`src/rtl/status_value_packer_pkg.sv`:
```
// -----------------------------------------------------------------------------
// status_value_packer_pkg
//   Shared definitions for the status_value packer and its idle timer:
//   the packer state encoding and a constant clog2 helper that is usable in
//   parameter/localparam expressions.
// -----------------------------------------------------------------------------
package status_value_packer_pkg;

    // Packer states, 2-bit encoding.
    typedef enum logic [1:0] {
        SV_PK_IDLE = 2'd0,
        SV_PK_FILL = 2'd1,
        SV_PK_HOLD = 2'd2
    } sv_pk_state_t;

    // Ceiling log2 for elaboration-time sizing; sv_clog2(1) = 0.
    function automatic int sv_clog2(input int n);
        int r;
        r = 0;
        while ((1 << r) < n) begin
            r = r + 1;
        end
        return r;
    endfunction

endpackage

```
`src/rtl/status_value_timer.sv`:
```
// -----------------------------------------------------------------------------
// status_value_timer
//   Idle counter bounded by TIMEOUT. Counts enabled cycles from 0 and stops
//   at TIMEOUT-1, where expired_o is asserted. Clear has priority over enable.
//
// Ports:
//   clk_i      clock
//   rsn_i      synchronous active-low reset (counter to 0)
//   clr_i      clear the counter to 0
//   en_i       count one idle cycle
//   expired_o  counter has reached TIMEOUT-1
// -----------------------------------------------------------------------------
module status_value_timer
    import status_value_packer_pkg::*;
#(
    parameter int TIMEOUT = 16
) (
    input  logic clk_i,
    input  logic rsn_i,
    input  logic clr_i,
    input  logic en_i,
    output logic expired_o
);

    // TIMEOUT == 1 still needs a 1-bit counter (it just sits at 0).
    localparam int TW = (TIMEOUT > 1) ? sv_clog2(TIMEOUT) : 1;

    logic [TW-1:0] r_cnt;
    logic          w_expired;

    assign w_expired = (r_cnt == TW'(TIMEOUT - 1));
    assign expired_o = w_expired;

    // Saturate at TIMEOUT-1 so the counter never wraps if the owner lingers.
    always_ff @(posedge clk_i) begin
        if (!rsn_i) begin
            r_cnt <= '0;
        end else if (clr_i) begin
            r_cnt <= '0;
        end else if (en_i && !w_expired) begin
            r_cnt <= r_cnt + TW'(1);
        end
    end

endmodule

```
`src/rtl/status_value_packer.sv`:
```
// -----------------------------------------------------------------------------
// status_value_packer
//   Drain stage for status_value_vector. Pulls entries one per cycle and packs
//   PACK of them into a wide word (entry 0 = oldest, at the LSBs). The word is
//   offered on a valid/ready handshake; a partial word goes out after TIMEOUT
//   idle cycles or on flush_i.
//
// Ports:
//   clk_i, rsn_i   clock, synchronous active-low reset
//   sv_valid_i     vector has an entry available
//   sv_value_i     oldest vector entry
//   sv_pull_o      pop the oldest entry (captured in the same cycle)
//   flush_i        emit the partial word being filled
//   word_o         packed word, lane k at [k*WIDTH +: WIDTH]
//   count_o        number of valid lanes in word_o
//   word_valid_o   word_o/count_o valid (HOLD)
//   word_ready_i   downstream accepts the word
// -----------------------------------------------------------------------------
module status_value_packer
    import status_value_packer_pkg::*;
#(
    parameter int WIDTH   = 1,
    parameter int PACK    = 8,
    parameter int TIMEOUT = 16,
    localparam int CNT_W  = sv_clog2(PACK + 1)
) (
    input  logic                    clk_i,
    input  logic                    rsn_i,
    input  logic                    sv_valid_i,
    input  logic [WIDTH-1:0]        sv_value_i,
    output logic                    sv_pull_o,
    input  logic                    flush_i,
    output logic [PACK*WIDTH-1:0]   word_o,
    output logic [CNT_W-1:0]        count_o,
    output logic                    word_valid_o,
    input  logic                    word_ready_i
);

    sv_pk_state_t          r_state;
    sv_pk_state_t          w_state_next;
    logic [PACK*WIDTH-1:0] r_word;
    logic [PACK*WIDTH-1:0] w_word_next;
    logic [CNT_W-1:0]      r_count;
    logic [CNT_W-1:0]      w_count_next;
    logic [CNT_W-1:0]      w_count_inc;
    logic                  w_pull;
    logic                  w_accept;
    logic                  w_expired;

    // Never pull in HOLD (the word is parked) or while reset is asserted.
    assign w_pull      = rsn_i & sv_valid_i & (r_state != SV_PK_HOLD);
    assign w_accept    = (r_state == SV_PK_HOLD) & word_ready_i;
    assign w_count_inc = r_count + CNT_W'(1);

    // Timer runs only on pull-free FILL cycles; any pull or non-FILL state
    // restarts it, so it is already 0 when the next word starts filling.
    status_value_timer #(
        .TIMEOUT (TIMEOUT)
    ) u_timer (
        .clk_i     (clk_i),
        .rsn_i     (rsn_i),
        .clr_i     (w_pull | (r_state != SV_PK_FILL)),
        .en_i      ((r_state == SV_PK_FILL) & ~w_pull),
        .expired_o (w_expired)
    );

    // Lane write: the pulled value lands in lane r_count; accepted words are
    // wiped so unused lanes of the next partial word read as 0.
    for (genvar gi = 0; gi < PACK; gi++) begin : g_lane
        assign w_word_next[gi*WIDTH +: WIDTH] =
            w_accept                              ? '0 :
            (w_pull && (r_count == CNT_W'(gi)))   ? sv_value_i :
                                                    r_word[gi*WIDTH +: WIDTH];
    end

    always_comb begin
        w_state_next = r_state;
        w_count_next = r_count;
        case (r_state)
            SV_PK_IDLE: begin
                if (w_pull) begin
                    w_count_next = w_count_inc;
                    w_state_next = (w_count_inc == CNT_W'(PACK)) ? SV_PK_HOLD : SV_PK_FILL;
                end
            end
            SV_PK_FILL: begin
                // A pull always wins over the timeout; flush includes the pull.
                if (w_pull) begin
                    w_count_next = w_count_inc;
                    if ((w_count_inc == CNT_W'(PACK)) || flush_i) begin
                        w_state_next = SV_PK_HOLD;
                    end
                end else if (flush_i || w_expired) begin
                    w_state_next = SV_PK_HOLD;
                end
            end
            SV_PK_HOLD: begin
                if (word_ready_i) begin
                    w_count_next = '0;
                    w_state_next = SV_PK_IDLE;
                end
            end
            default: begin
                w_count_next = '0;
                w_state_next = SV_PK_IDLE;
            end
        endcase
    end

    always_ff @(posedge clk_i) begin
        if (!rsn_i) begin
            r_state <= SV_PK_IDLE;
            r_word  <= '0;
            r_count <= '0;
        end else begin
            r_state <= w_state_next;
            r_word  <= w_word_next;
            r_count <= w_count_next;
        end
    end

    assign sv_pull_o    = w_pull;
    assign word_o       = r_word;
    assign count_o      = r_count;
    assign word_valid_o = (r_state == SV_PK_HOLD);

endmodule

```
`config.mk`:
```
export PLATFORM = sky130hd
export DESIGN_NAME = status_value_packer
export DESIGN_NICKNAME = d
export VERILOG_FILES = /design/src/rtl/status_value_packer_pkg.sv /design/src/rtl/status_value_timer.sv /design/src/rtl/status_value_packer.sv
export SDC_FILE = /design/constraint.sdc
export NUM_CORES = 1
export LEC_CHECK = 0
export ABC_AREA = 1
export CORE_MARGIN = 3
export CORE_UTILIZATION = 49
export DETAILED_ROUTE_END_ITERATION = 8
export PLACE_DENSITY = 0.77
export SKIP_CTS_REPAIR_TIMING = 1
export SYNTH_ARGS = -nofsm -noshare
export SYNTH_HDL_FRONTEND = slang
export SYNTH_SLANG_ARGS = --single-unit
```
`constraint.sdc`:
```
create_clock -name clk_i -period 1.5 [get_ports clk_i]
set_input_delay 0.225 -clock clk_i [delete_from_list [all_inputs] [get_ports clk_i]]
set_output_delay 0.225 -clock clk_i [all_outputs]
set_load 0.03 [all_outputs]
```
# Word level (Yosys, flattened, before mapping)

Cells that the tools add are included.

Input port bits: 6
Register bits: 18
Logic and storage cells: 67
Output and inout port bits: 14

Muxes and demuxes: 10
Bitwise logic cells: 7
Add/subtract/negate cells: 2
Reduce and logical (&&, ||, !) cells: 19
Equality and inequality tests: 18

Operators with widths:

| kind                | number |
|---|---|
| $eq 4x3->1 const B  | 4 |
| $mux 2              | 6 |
| $logic_and 1x1->1   | 9 |
| $add 4x1->4 const B | 2 |
| $eq 4x2->1 const B  | 2 |
| $eq 4x4->1 const B  | 2 |
| $mux 4              | 2 |
| $pmux 4 s2          | 1 |
| $ne 2x1->1 const B  | 3 |
| $ne 3x2->1 const B  | 2 |
| $pmux 2 s3          | 1 |
| $reduce_or 2->1     | 3 |
| $and 1x1->1         | 4 |
| $eq 4x1->1 const B  | 1 |
| $logic_not 4->1     | 1 |
| $ne 2x2->1 const B  | 2 |
| $reduce_and 4->1    | 1 |
| $eq 2x1->1 const B  | 1 |
| $eq 2x2->1 const B  | 1 |
| $logic_not 2->1     | 1 |
| $logic_or 1x1->1    | 2 |
| $not 1->1           | 2 |
| $reduce_and 2->1    | 1 |
| $logic_not 1->1     | 1 |
| $or 1x1->1          | 1 |

# Logic depth before layout (Yosys ltp)

Gate-level depths: netlist of run 1.

Word-level depth: 6
Mapped depth: 9
Mapped depth without buffers: 9

# Cells and area by module

A second synthesis of run 1 with hierarchy kept.

Cells, all modules: 140
Area, all modules: 1002.2 um2

By module, submodules not included:

| module              | cells each | times used | sequential area each (um2) | area an instance (um2) |
|---|---|---|---|---|
| status_value_packer | 110        | 1          | 280.3                      | 798.3 |
| status_value_timer  | 30         | 1          | 80.1                       | 203.9 |

# Worst setup path after synthesis of run 1

No wires, ideal clock.

Kind: reg2reg
Start point: register r_count[1] (netlist: count_o[1])
End point: register r_state[1]
Period minus slack after synthesis: 1481 ps
Data required time: 1385 ps
Buffers on the path: 0
Arrival: 1366 ps
Stages on the path, launching flop included: 9
Path slack: 19 ps
Setup time: 115 ps
Cells stage by stage: dfxtp_1 ha_1 nand2_1 inv_1 nand3_1 nand2_1 nand3_1 nand2_1 nor2_1

Word-level cells in the longest chain between the ends: 5
Elaborated cells on any way between the ends: 8
Those cells by class: 1 x add/sub; 2 x eq/ne; 3 x mux; 2 x reduce/logical

RTL lines:

| element                                               | RTL line                                             | source |
|---|---|---|
| start: declaration                                    | status_value_packer.sv:43                            | `logic [CNT_W-1:0] r_count;` |
| start signal: assignment                              | status_value_packer.sv:118                           | `r_count <= w_count_next;` |
| $add 4x1->4 (*)                                       | status_value_packer.sv:53                            | `assign w_count_inc = r_count + CNT_W'(1);` |
| $eq 4x4->1 (*)                                        | status_value_packer.sv:83, status_value_packer.sv:90 |  |
| $mux 2 / $logic_or 1x1->1 (equally long branches)     | status_value_packer.sv:83, status_value_packer.sv:90 |  |
| $mux 2 / $ne 3x2->1 (equally long branches)           | n/a                                                  |  |
| $pmux 2 s3 / $reduce_and 4->1 (equally long branches) | n/a                                                  |  |
| end signal: assignment                                | status_value_packer.sv:116                           | `r_state <= w_state_next;` |
| end: declaration                                      | status_value_packer.sv:39                            | `sv_pk_state_t r_state;` |

Every way passes the cells marked *; elsewhere a longest branch is shown, timed or not. The select of a mux whose other input is x is not followed.
A chain may end at the register's enable or synchronous reset.

# Worst setup path in the final report of run 1

Start point: register r_state[1]
End point: output sv_pull_o

Word-level cells in the longest chain between the ends: 2

RTL lines:

| element          | RTL line                  | source |
|---|---|---|
| $ne 2x2->1       | status_value_packer.sv:51 | `assign w_pull = rsn_i & sv_valid_i & (r_state != SV_PK_HOLD);` |
| $and 1x1->1      | status_value_packer.sv:51 |  |
| end: declaration | status_value_packer.sv:31 | `output logic sv_pull_o,` |

Every way passes these cells.

==> key figures, run 1 <==
Worst setup path
  • Crit Reg-Reg Endpoint: r_state[0]$_SDFFE_PN0P_
  • CP Capture Type: primary output
  • WP buf/inv: 2
  • Crit-path cells: inv_1 > nor2_4 > nor2_4 > buf_4
  • Setup CP Type: flop to primary output
  • R2r worst-path depth: 8
  • Max FO, Critical Path: 5
  • Stages on the worst setup path: 4
  • CP delay by family, top: flip-flops
  • CP peak stage delay: 390 ps
  • Reg2reg setup slack: approximately 130 ps
  • CP Data Required Time: between 1000 and 1500 ps
  • CP max-delay cell: dfxtp_1
  • Arr. time, crit path: 1190 ps
  • CP Launch Type: flop
  • Cell mode on critical path: nor2_4
  • Reg-to-Reg Start: count_o[1]$_SDFFE_PN0P_

Synthesis
  • Synth Area in Adders: 0.0665
  • Post-Synth Simple-Gate Area: 0.318
  • Netlist Area Pre-Place: 941 µm²
  • Asr flop ratio synth: 0
  • Mux cell area share after synthesis: 0
  • Ranking of synthesized cells by area: dfxtp_1 (38%), inv_1 (8.8%), nand2_1 (8.8%), ha_1 (6.6%), a31oi_1 (6.0%)
  • Synth Net Count: 142
  • Post-synth cell types: 22
  • Mapped Cells: 131
  • Post-synth top area cell: dfxtp_1
  • Main combinational cell family by area after synthesis: simple AND/OR/NAND/NOR gates
  • Synth top cells by count: inv_1 (22), nand2_1 (22), dfxtp_1 (18)
  • Yosys top cell area share: 0.383
  • Seq/Total Area, Yosys: 0.383
  • Ys Warns: 0
  • Post-Synth XOR/XNOR Area: 0.00931
  • Yosys reg bits: 18
  • EDFF count, synth: 0
  • Synth Area in Compound Gates: 0.126
  • Top_reg_cell synth: dfxtp_1
  • Post-synthesis area per instance: 7.18 µm²

Timing
  • # setup viols final: 0
  • Min Tclk post-route: 1420 ps
  • Sum of negative setup slack: 0 ps
  • Final setup margin: 84.9 ps
  • Clk_skew: 5.38 ps
  • Hold Worst Slack: ~470 ps
  • Slew headroom: 0.779
  • Final Max Slew Viols: 0
  • Unrepaired setup endpoints after global routing: false
  • Crit share post-route: 0.943
  • Worst-Margin Slew: between 300 and 400 ps
  • Final Hold Fails: 0
  • F_max: 707 MHz

Clock network
  • Clock transition at path regs: 100 ps
  • Sink Count: 18
  • TritonCTS clock tree: done
  • TritonCTS Buffers: 3
  • H-tree Lvls: 1
  • Clk buf depth: 2
  • Clock root buffer: clkbuf_4
  • Clk_lat worst skew: 280 ps

Placement
  • Dpl hpwl: 1620 µm
  • Pre-CTS setup slack: -6.01 ps
  • Placed cells: 182
  • Placer congestion estimate: slightly above 0.9
  • IO Port Bufs: 19
  • Area of placed instances: 1210 µm²

Final layout
  • Area growth syn-to-layout: 35.0%
  • Finished Core Util: 0.720
  • Nets: 173
  • ANT cells: 0
  • Non-filler cells, final: 185
  • Layout cell share with drive strength beyond 1: 0.113
  • Design Area, Final: 1270 µm²

Die
  • Die height: between 40 and 50 µm
  • Die ar.: 2480 µm²
  • Rows: 15
  • Core area: 1760 µm²
  • Die X: 49.8 µm
  • # IOs: 20
  • Initial Util: 0.533

Worst hold path
  • Hold Crit Class: flop to flop
  • Hold Path Stages: 2
  • Hold EP: u_timer.r_cnt[3]$_SDFFE_PP0P_
  • Min-delay src: u_timer.r_cnt[3]$_SDFFE_PP0P_

Global routing
  • M1 GR Usage: 0.223
  • Largest net degree at the start of global routing: 10
  • Initial antenna violation count: 0
  • Gr usage total: 0.176
  • Met2 usage: 0.304
  • Vias in the first global route: 871
  • First-pass GRT wire length: roughly 3500 µm
  • Aggregate global routing overflow: 0
  • Global route hottest layer: met2
  • Met3 usage: 0.0272

Routing
  • DRT iter0 DRCs: 22
  • TritonRoute pass-1 iters: 4
  • DR WL/cell: 11.4 µm
  • ANT nets after route: 0
  • Total wire length: 2110 µm
  • Drt via density: 5.15
  • Drt drc: 0
  • Vias: 952

Power
  • Worst VDD drop: 0.955 mV
  • Sw Ratio: 0.384
  • Seq pwr share: 0.437
  • Internal power: 0.790 mW
  • Leak Pwr: 0.746 nW
  • Clock share of power: 0.181
  • Comb pwr share: 0.381
  • Tot Pwr: roughly 1.3 mW
  • PwrDens: 1010 nW/µm²
  • P_sw: around 0.49 mW

Outcome
  • Status: finished, final reports clean

Job
  • Max Cap Violations: 0
[placed cells by master, fill, tap and decap left out]
master / synthesis / routed
a211oi_1: 1 / 1
a21oi_1: 7 / 7
a31oi_1: 9 / 9
and3_1: 1 / 1
buf_4: 0 / 10
clkbuf_4: 0 / 3
clkdlybuf4s50_1: 0 / 5
dfxtp_1: 18 / 18
dlymetal6s2s_1: 0 / 12
ha_1: 5 / 5
inv_1: 22 / 22
inv_2: 1 / 1
nand2_1: 22 / 22
nand2_2: 1 / 1
nand3_1: 7 / 7
nand3b_1: 1 / 1
nand4_1: 1 / 1
nor2_1: 10 / 10
nor2_4: 1 / 2
nor3_1: 8 / 8
nor3_2: 1 / 1
nor4_1: 8 / 8
o21ai_0: 4 / 4
xor2_1: 1 / 1
[final cells by class]
| cell class | instances | area, µm² |
|---|---|---|
| tap | 25 | 31.3 |
| fill | 156 | 494 |
| clock buffer | 3 | 22.5 |
| sequential | 18 | 360 |
| inverter | 23 | 86.3 |
| multi-input combinational | 89 | 494 |
| timing repair buffer | 27 | 275 |
[how the worst max path moves through the flow]
| stage | startpoint | to |
|---|---|---|
| after global placement | rsn_i | r_state[1]$_SDFFE_PN0P_ |
| final | r_state[1]$_SDFFE_PN0P_ | sv_pull_o |
| after floorplan | count_o[1]$_SDFFE_PN0P_ | r_state[1]$_SDFFE_PN0P_ |
| after detailed placement | rsn_i | word_o[3]$_SDFFE_PP0P_ |
| after CTS | count_o[1]$_SDFFE_PN0P_ | count_o[1] |
| after global routing | r_state[1]$_SDFFE_PN0P_ | sv_pull_o |
[sequential cells by signal (all words and copies together) (netlist names)]
| name | count |
|---|---|
| r_state | 2 |
| count_o | 4 |
| word_o | 8 |
| u_timer.r_cnt | 4 |
[routing by layer]
layer	wire length, µm	vias to the layer above
met5	0	-
met4	17	0
met3	91	2
met2	985	23
met1	1010	424
li1	-	503
[logic make-up (layout without fill, tap and decap cells)]
kind of cell,count (synthesis),in the layout
AND/OR/NAND/NOR,62,62
buffers and inverters,24,53
AO/OA/AOI/OAI,21,21
flip-flops,18,18
adder cells (fa/ha/maj),5,5
XOR/XNOR,1,1
[tightest hold or removal path, cell delays in order, from the launching register on]
cell and delay, ps:
dfxtp_1 320, inv_1 60, a21oi_1 50
[power by group through the flow]
| stage | Clock [mW] | Combinational, mW | Sequential (mW) |
|---|---|---|---|
| CTS | 0.240 | 0.481 | 0.557 |
| floorplan | 0 | 0.315 | 0.586 |
| global placement | 0 | 0.471 | 0.567 |
| detailed placement | 0 | 0.480 | 0.568 |
| global route | 0.263 | 0.549 | 0.568 |
| finish | 0.233 | 0.489 | 0.561 |
No activity file was read; power rests on OpenSTA's default activity.
==> run 2: changes to the inputs <==
--- a/config.mk
+++ b/config.mk
@@ -6,10 +6,12 @@
 export NUM_CORES = 1
 export LEC_CHECK = 0
 export ABC_AREA = 1
+export CORE_ASPECT_RATIO = 1.25
 export CORE_MARGIN = 3
 export CORE_UTILIZATION = 49
 export DETAILED_ROUTE_END_ITERATION = 8
 export PLACE_DENSITY = 0.77
+export RECOVER_POWER = 25
 export SKIP_CTS_REPAIR_TIMING = 1
 export SYNTH_ARGS = -nofsm -noshare
 export SYNTH_HDL_FRONTEND = slang
==> key figures, run 2 (synthesized netlist as in run 1, its figures left out) <==
Worst setup path
  • Setup CP Type: flop to primary output
  • CP Data Required Time: 1270 ps (about the same)
  • Arr. time, crit path: 1220 ps (+30 ps)
  • CP Capture Type: primary output
  • Reg-to-Reg Start: count_o[1]$_SDFFE_PN0P_
  • CP Launch Type: flop
  • Last element of the critical path: sv_pull_o
  • Worst Setup SP: r_state[1]$_SDFFE_PN0P_
  • Reg2reg setup slack: 180 ps (+50 ps)
  • Max FO, Critical Path: 5 (unchanged)
  • Crit Reg-Reg Endpoint: word_o[1]$_SDFFE_PP0P_
  • R2r worst-path depth: 6 (-2)

Routing
  • Drt via density: 5.32 (+3.4%)
  • DRT iter0 DRCs: 15 (-32%)
  • ANT nets after route: 0 (unchanged)
  • Drt drc: 0 (unchanged)
  • DR WL/cell: 11.8 µm (+3.7%)
  • Total wire length: 2130 µm (+0.90%)
  • TritonRoute pass-1 iters: 4 (unchanged)
  • Vias: 958 (+0.63%)

Timing
  • Final setup margin: 54.3 ps (-30.6 ps)
  • Slew headroom: 0.752 (-0.0274)
  • Sum of negative setup slack: 0 ps (unchanged)
  • Crit share post-route: 0.964 (+0.0204)
  • Final Hold Fails: 0 (unchanged)
  • # setup viols final: 0 (unchanged)
  • F_max: 692 MHz (-2.1%)
  • Worst-Margin Slew: 374 ps (+43.2 ps)
  • Hold Worst Slack: 482 ps (+10.9 ps)
  • Min Tclk post-route: 1450 ps (+30.6 ps)
  • Unrepaired setup endpoints after global routing: false
  • Final Max Slew Viols: 0 (unchanged)
  • Clk_skew: 6.64 ps (+1.26 ps)

Power
  • Clock share of power: 0.187 (+0.006)
  • Internal power: 0.791 mW (+0.11%)
  • P_sw: 0.503 mW (+2.1%)
  • Seq pwr share: 0.433 (-0.004)
  • Worst VDD drop: 0.862 mV (-9.8%)
  • PwrDens: 1060 nW/µm² (+5.2%)
  • Sw Ratio: 0.389 (+0.00473)
  • Comb pwr share: 0.380 (about the same)
  • Leak Pwr: 0.627 nW (-16%)

Clock network
  • TritonCTS Buffers: 3 (unchanged)
  • H-tree Lvls: 1 (unchanged)
  • TritonCTS clock tree: done
  • Clk_lat worst skew: 300 ps (+20 ps)
  • Clk buf depth: 2 (unchanged)
  • Sink Count: 18 (unchanged)
  • Clock transition at path regs: 100 ps (about the same)
  • Clock root buffer: clkbuf_4

Final layout
  • Layout cell share with drive strength beyond 1: 0.118 (+0.00551)
  • Nets: 174 (+0.58%)
  • Finished Core Util: 0.681 (-0.0385)
  • Fillers: 168 (+7.7%)
  • Largest register FFs: 8 (unchanged)
  • Design Area, Final: 1220 µm² (-4.1%)
  • ANT cells: 0 (unchanged)
  • Area growth syn-to-layout: 29.4%
  • Most frequent cells in the layout: inv_1 (22), nand2_1 (22), dfxtp_1 (18)

Job
  • Max Cap Violations: 0 (unchanged)

Global routing
  • Largest net degree at the start of global routing: 10 (unchanged)
  • Vias in the first global route: 845 (-3.0%)
  • Initial antenna violation count: 0 (unchanged)
  • Gr usage total: 0.182 (+0.00606)
  • First-pass GRT wire length: 3310 µm (-4.9%)
  • Aggregate global routing overflow: 0 (unchanged)

Worst hold path
  • Hold Crit Class: flop to flop

Placement
  • Area of placed instances: 1210 µm² (unchanged)
  • IO Port Bufs: 19 (unchanged)
  • Dpl hpwl: 1670 µm (+2.9%)
  • Pre-CTS setup slack: -19.1 ps (-13.1 ps)
  • Placer congestion estimate: 0.945 (+1.8%)

Die
  • # IOs: 20 (unchanged)
  • Initial Util: 0.527 (-0.00672)
  • Core area: 1790 µm² (+1.3%)
  • Die X: 45.2 µm (-9.3%)
  • Die ar.: 2490 µm² (+0.13%)
  • Die height: 55.0 µm (+10%)
  • Rows: 17 (+2)

Outcome
  • Status: finished, final reports clean
run 2: cell count changes in the layout (fill, tap and decap cells not counted):
cell            before  now
clkbuf_1             0    6
dlymetal6s2s_1      12    6
buf_4               10   11
run 2: how the worst min path moves through the flow:
| stage | from | end | cells past startpoint |
|---|---|---|---|
| after floorplan | rsn_i | r_state[1]$_SDFFE_PN0P_ | 2 |
| after global placement | u_timer.r_cnt[3]$_SDFFE_PP0P_ | u_timer.r_cnt[3]$_SDFFE_PP0P_ | 2 |
| after detailed placement | u_timer.r_cnt[3]$_SDFFE_PP0P_ | u_timer.r_cnt[3]$_SDFFE_PP0P_ | 2 |
| after CTS | u_timer.r_cnt[3]$_SDFFE_PP0P_ | u_timer.r_cnt[3]$_SDFFE_PP0P_ | 2 |
| after global routing | u_timer.r_cnt[3]$_SDFFE_PP0P_ | u_timer.r_cnt[3]$_SDFFE_PP0P_ | 2 |
| final | u_timer.r_cnt[3]$_SDFFE_PP0P_ | u_timer.r_cnt[3]$_SDFFE_PP0P_ | 2 |
run 2: per-stage QoR:
stage	total power [mW]	cells
after floorplan	0.901	131
after global placement	1.04	177
after detailed placement	1.05	177
after CTS	1.29	180
after global routing	1.38	180
final	1.29	180
run 2: per-layer routing:
metal | up-vias | part of all wire | track usage
li1 | 503 | - | -
met2 | 29 | 0.50 | 0.337
met4 | 0 | 0.023 | 0.102
met5 | - | 0 | 0
met3 | 5 | 0.060 | 0.0291
met1 | 421 | 0.42 | 0.193
run 2: area by class of cell:
| cell class | instances | area, µm² | share of cell area |
|---|---|---|---|
| inverters | 23 | 86.3 | 0.0709 |
| flip-flops and latches | 18 | 360 | 0.296 |
| multi-input cells | 89 | 494 | 0.406 |
| well taps | 19 | 23.8 | 0.0195 |
| clock buffers | 3 | 22.5 | 0.0185 |
| repair buffers | 28 | 230 | 0.189 |
run 2: critical path, cell delays in order (launching register included):
cell     delay [ps]
dfxtp_1         400
inv_1           140
nor2_4          160
nor2_4           60
buf_4           170
run 2: power groups by stage:
| stage | sequential, mW | combinational, mW | clock, mW |
|---|---|---|---|
| floorplan | 0.586 | 0.315 | 0 |
| global placement | 0.565 | 0.475 | 0 |
| detailed placement | 0.567 | 0.487 | 0 |
| CTS | 0.556 | 0.488 | 0.249 |
| global route | 0.562 | 0.554 | 0.268 |
| finish | 0.560 | 0.492 | 0.242 |
==> run 3: changes to the inputs <==
--- a/config.mk
+++ b/config.mk
@@ -6,6 +6,7 @@
 export NUM_CORES = 1
 export LEC_CHECK = 0
 export ABC_AREA = 1
+export CAP_MARGIN = 20
 export CORE_ASPECT_RATIO = 1.25
 export CORE_MARGIN = 3
 export CORE_UTILIZATION = 49
==> constraint.sdc (replaced) <==
create_clock -name clk_i -period 1.5 [get_ports clk_i]
set_input_delay 0.375 -clock clk_i [delete_from_list [all_inputs] [get_ports clk_i]]
set_output_delay 0.375 -clock clk_i [all_outputs]
set_load 0.03 [all_outputs]
==> key figures, run 3 (synthesized netlist as in run 1, its figures left out) <==
Outcome
  • Status: finished, final reports clean

Clock network
  • Clock transition at path regs: 100 ps (about the same)
  • Clk buf depth: 2 (unchanged)
  • Sink Count: 18 (unchanged)
  • TritonCTS Buffers: 3 (unchanged)
  • Clk_lat worst skew: 290 ps (about the same)
  • TritonCTS clock tree: done
  • Clock root buffer: clkbuf_4
  • H-tree Lvls: 1 (unchanged)

Die
  • Core area: 1790 µm² (unchanged)
  • Die ar.: 2490 µm² (unchanged)
  • Die X: 45.2 µm (unchanged)
  • Initial Util: 0.527 (unchanged)
  • Die height: 55.0 µm (unchanged)
  • # IOs: 20 (unchanged)
  • Rows: 17 (unchanged)

Routing
  • ANT nets after route: 0 (unchanged)
  • Vias: 996 (+4.0%)
  • TritonRoute pass-1 iters: 6 (+2)
  • Drt drc: 0 (unchanged)
  • DR WL/cell: 12.7 µm (+7.3%)
  • Drt via density: 5.44 (+2.3%)
  • Total wire length: 2320 µm (+9.1%)
  • DRT iter0 DRCs: 23 (+8)

Worst setup path
  • Crit-path cells: inv_4 > nor2_4 > nor2_4 > buf_6
  • Cell mode on critical path: nor2_4
  • Arr. time, crit path: 1110 ps (-110 ps)
  • Worst Setup SP: r_state[1]$_SDFFE_PN0P_
  • Crit Reg-Reg Endpoint: r_state[1]$_SDFFE_PN0P_
  • WP buf/inv: 2 (unchanged)
  • CP max-delay cell: dfxtp_2
  • CP peak stage delay: 400 ps (about the same)
  • Max FO, Critical Path: 5 (unchanged)
  • R2r worst-path depth: 9 (+3)
  • CP delay by family, top: flip-flops
  • CP Data Required Time: 1120 ps (-150 ps)
  • Last element of the critical path: sv_pull_o
  • Stages on the worst setup path: 4 (unchanged)
  • CP Capture Type: primary output
  • Setup CP Type: flop to primary output
  • Reg-to-Reg Start: count_o[0]$_SDFFE_PN0P_
  • Reg2reg setup slack: 150 ps (-30 ps)
  • CP Launch Type: flop

Timing
  • Hold Worst Slack: 475 ps (-7.03 ps)
  • Crit share post-route: 0.992 (+0.0285)
  • F_max: 672 MHz (-2.9%)
  • Worst-Margin Slew: 318 ps (-56.0 ps)
  • Final setup margin: 11.6 ps (-42.7 ps)
  • Unrepaired setup endpoints after global routing: true
  • Min Tclk post-route: 1490 ps (+42.7 ps)
  • Slew headroom: 0.788 (+0.0359)
  • # setup viols final: 0 (unchanged)
  • Clk_skew: 4.47 ps (-2.17 ps)
  • Final Hold Fails: 0 (unchanged)
  • Final Max Slew Viols: 0 (unchanged)

Global routing
  • Vias in the first global route: 868 (+2.7%)
  • Aggregate global routing overflow: 0 (unchanged)
  • Initial antenna violation count: 0 (unchanged)
  • Largest net degree at the start of global routing: 10 (unchanged)
  • Gr usage total: 0.182 (-0.000548)
  • First-pass GRT wire length: 3330 µm (+0.39%)

Power
  • PwrDens: 1050 nW/µm² (-1.4%)
  • Worst VDD drop: 0.855 mV (-0.79%)
  • Leak Pwr: 0.752 nW (+20%)

Final layout
  • Most common library cell in the layout ignoring fill and taps: nand2_1
  • Largest register FFs: 8 (unchanged)
  • Area growth syn-to-layout: 39.8%
  • Layout cell share with drive strength beyond 1: 0.183 (+0.0649)
  • Most frequent cells in the layout: nand2_1 (22), inv_1 (21), dfxtp_1 (16)
  • Nets: 177 (+1.7%)
  • ANT cells: 0 (unchanged)

Placement
  • Placer congestion estimate: 0.814 (-14%)
  • IO Port Bufs: 19 (unchanged)
  • Pre-CTS setup slack: -198 ps (-179 ps)
  • Dpl hpwl: 1750 µm (+4.5%)

Job
  • Max Cap Violations: 0 (unchanged)

Worst hold path
  • Hold Crit Class: flop to flop
==> run 3: cell types whose count changed in the layout (fill, tap and decap cells not counted), sizes merged <==
cell / delta
clkbuf: -6
dlymetal6s2s: +6
clkdlybuf4s50: -2
buf: +5
==> run 3: area by class of cell <==
| class | instances | area (µm²) |
|---|---|---|
| flip-flops and latches | 18 | 363 |
| repair buffers | 31 | 304 |
| clock buffers | 3 | 22.5 |
| multi-input cells | 89 | 513 |
| well taps | 19 | 23.8 |
| inverters | 23 | 88.8 |
| fillers | 149 | 472 |
==> run 3: per-layer routing <==
metal | vias up | track usage | part of all wire
li1 | 511 | - | -
met2 | 33 | 0.370 | 0.53
met1 | 446 | 0.162 | 0.39
met4 | 0 | 0.107 | 0.026
met5 | - | 0 | 0
met3 | 6 | 0.0291 | 0.050
==> run 3: worst reg2reg max path, stage by stage, from the launching register on <==
cell and delay (ps):
dfxtp_1 340, buf_4 150, ha_4 150, nand2_1 80, inv_1 70, nand3_1 120, nand2_1 140, nand3_1 100
nand2_1 60, nor2_1 30
==> run 3: worst min-delay path by stage <==
stage / startpoint / end / cells after the start
3_3_place_gp: u_timer.r_cnt[3]$_SDFFE_PP0P_ / u_timer.r_cnt[3]$_SDFFE_PP0P_ / 2
5_1_grt: u_timer.r_cnt[3]$_SDFFE_PP0P_ / u_timer.r_cnt[3]$_SDFFE_PP0P_ / 2
4_1_cts: u_timer.r_cnt[3]$_SDFFE_PP0P_ / u_timer.r_cnt[3]$_SDFFE_PP0P_ / 2
2_1_floorplan: u_timer.r_cnt[3]$_SDFFE_PP0P_ / u_timer.r_cnt[3]$_SDFFE_PP0P_ / 2
3_5_place_dp: u_timer.r_cnt[3]$_SDFFE_PP0P_ / u_timer.r_cnt[3]$_SDFFE_PP0P_ / 2
6_report: u_timer.r_cnt[3]$_SDFFE_PP0P_ / u_timer.r_cnt[3]$_SDFFE_PP0P_ / 2
==> run 3: where the power goes <==
part / leakage (nW) / total (mW) / switching, mW / internal, mW
clock network: 0.0138 / 0.242 / 0.148 / 0.0936
logic: 0.591 / 0.565 / 0.344 / 0.221
registers: 0.147 / 0.572 / 0.0473 / 0.525
total: 0.752 / 1.38 / 0.539 / 0.840
==> run 3: metrics by stage <==
step	TNS, ps	instances	power (mW)	area, µm²	utilization
after floorplan	0	131	0.901	941	-
after global placement	-1860	179	1.07	1220	0.684
after detailed placement	-2240	179	1.08	1220	0.684
after CTS	-2090	182	1.31	1240	0.697
after global routing	-25.5	183	1.46	1320	0.736
final	0	183	1.38	1320	0.736
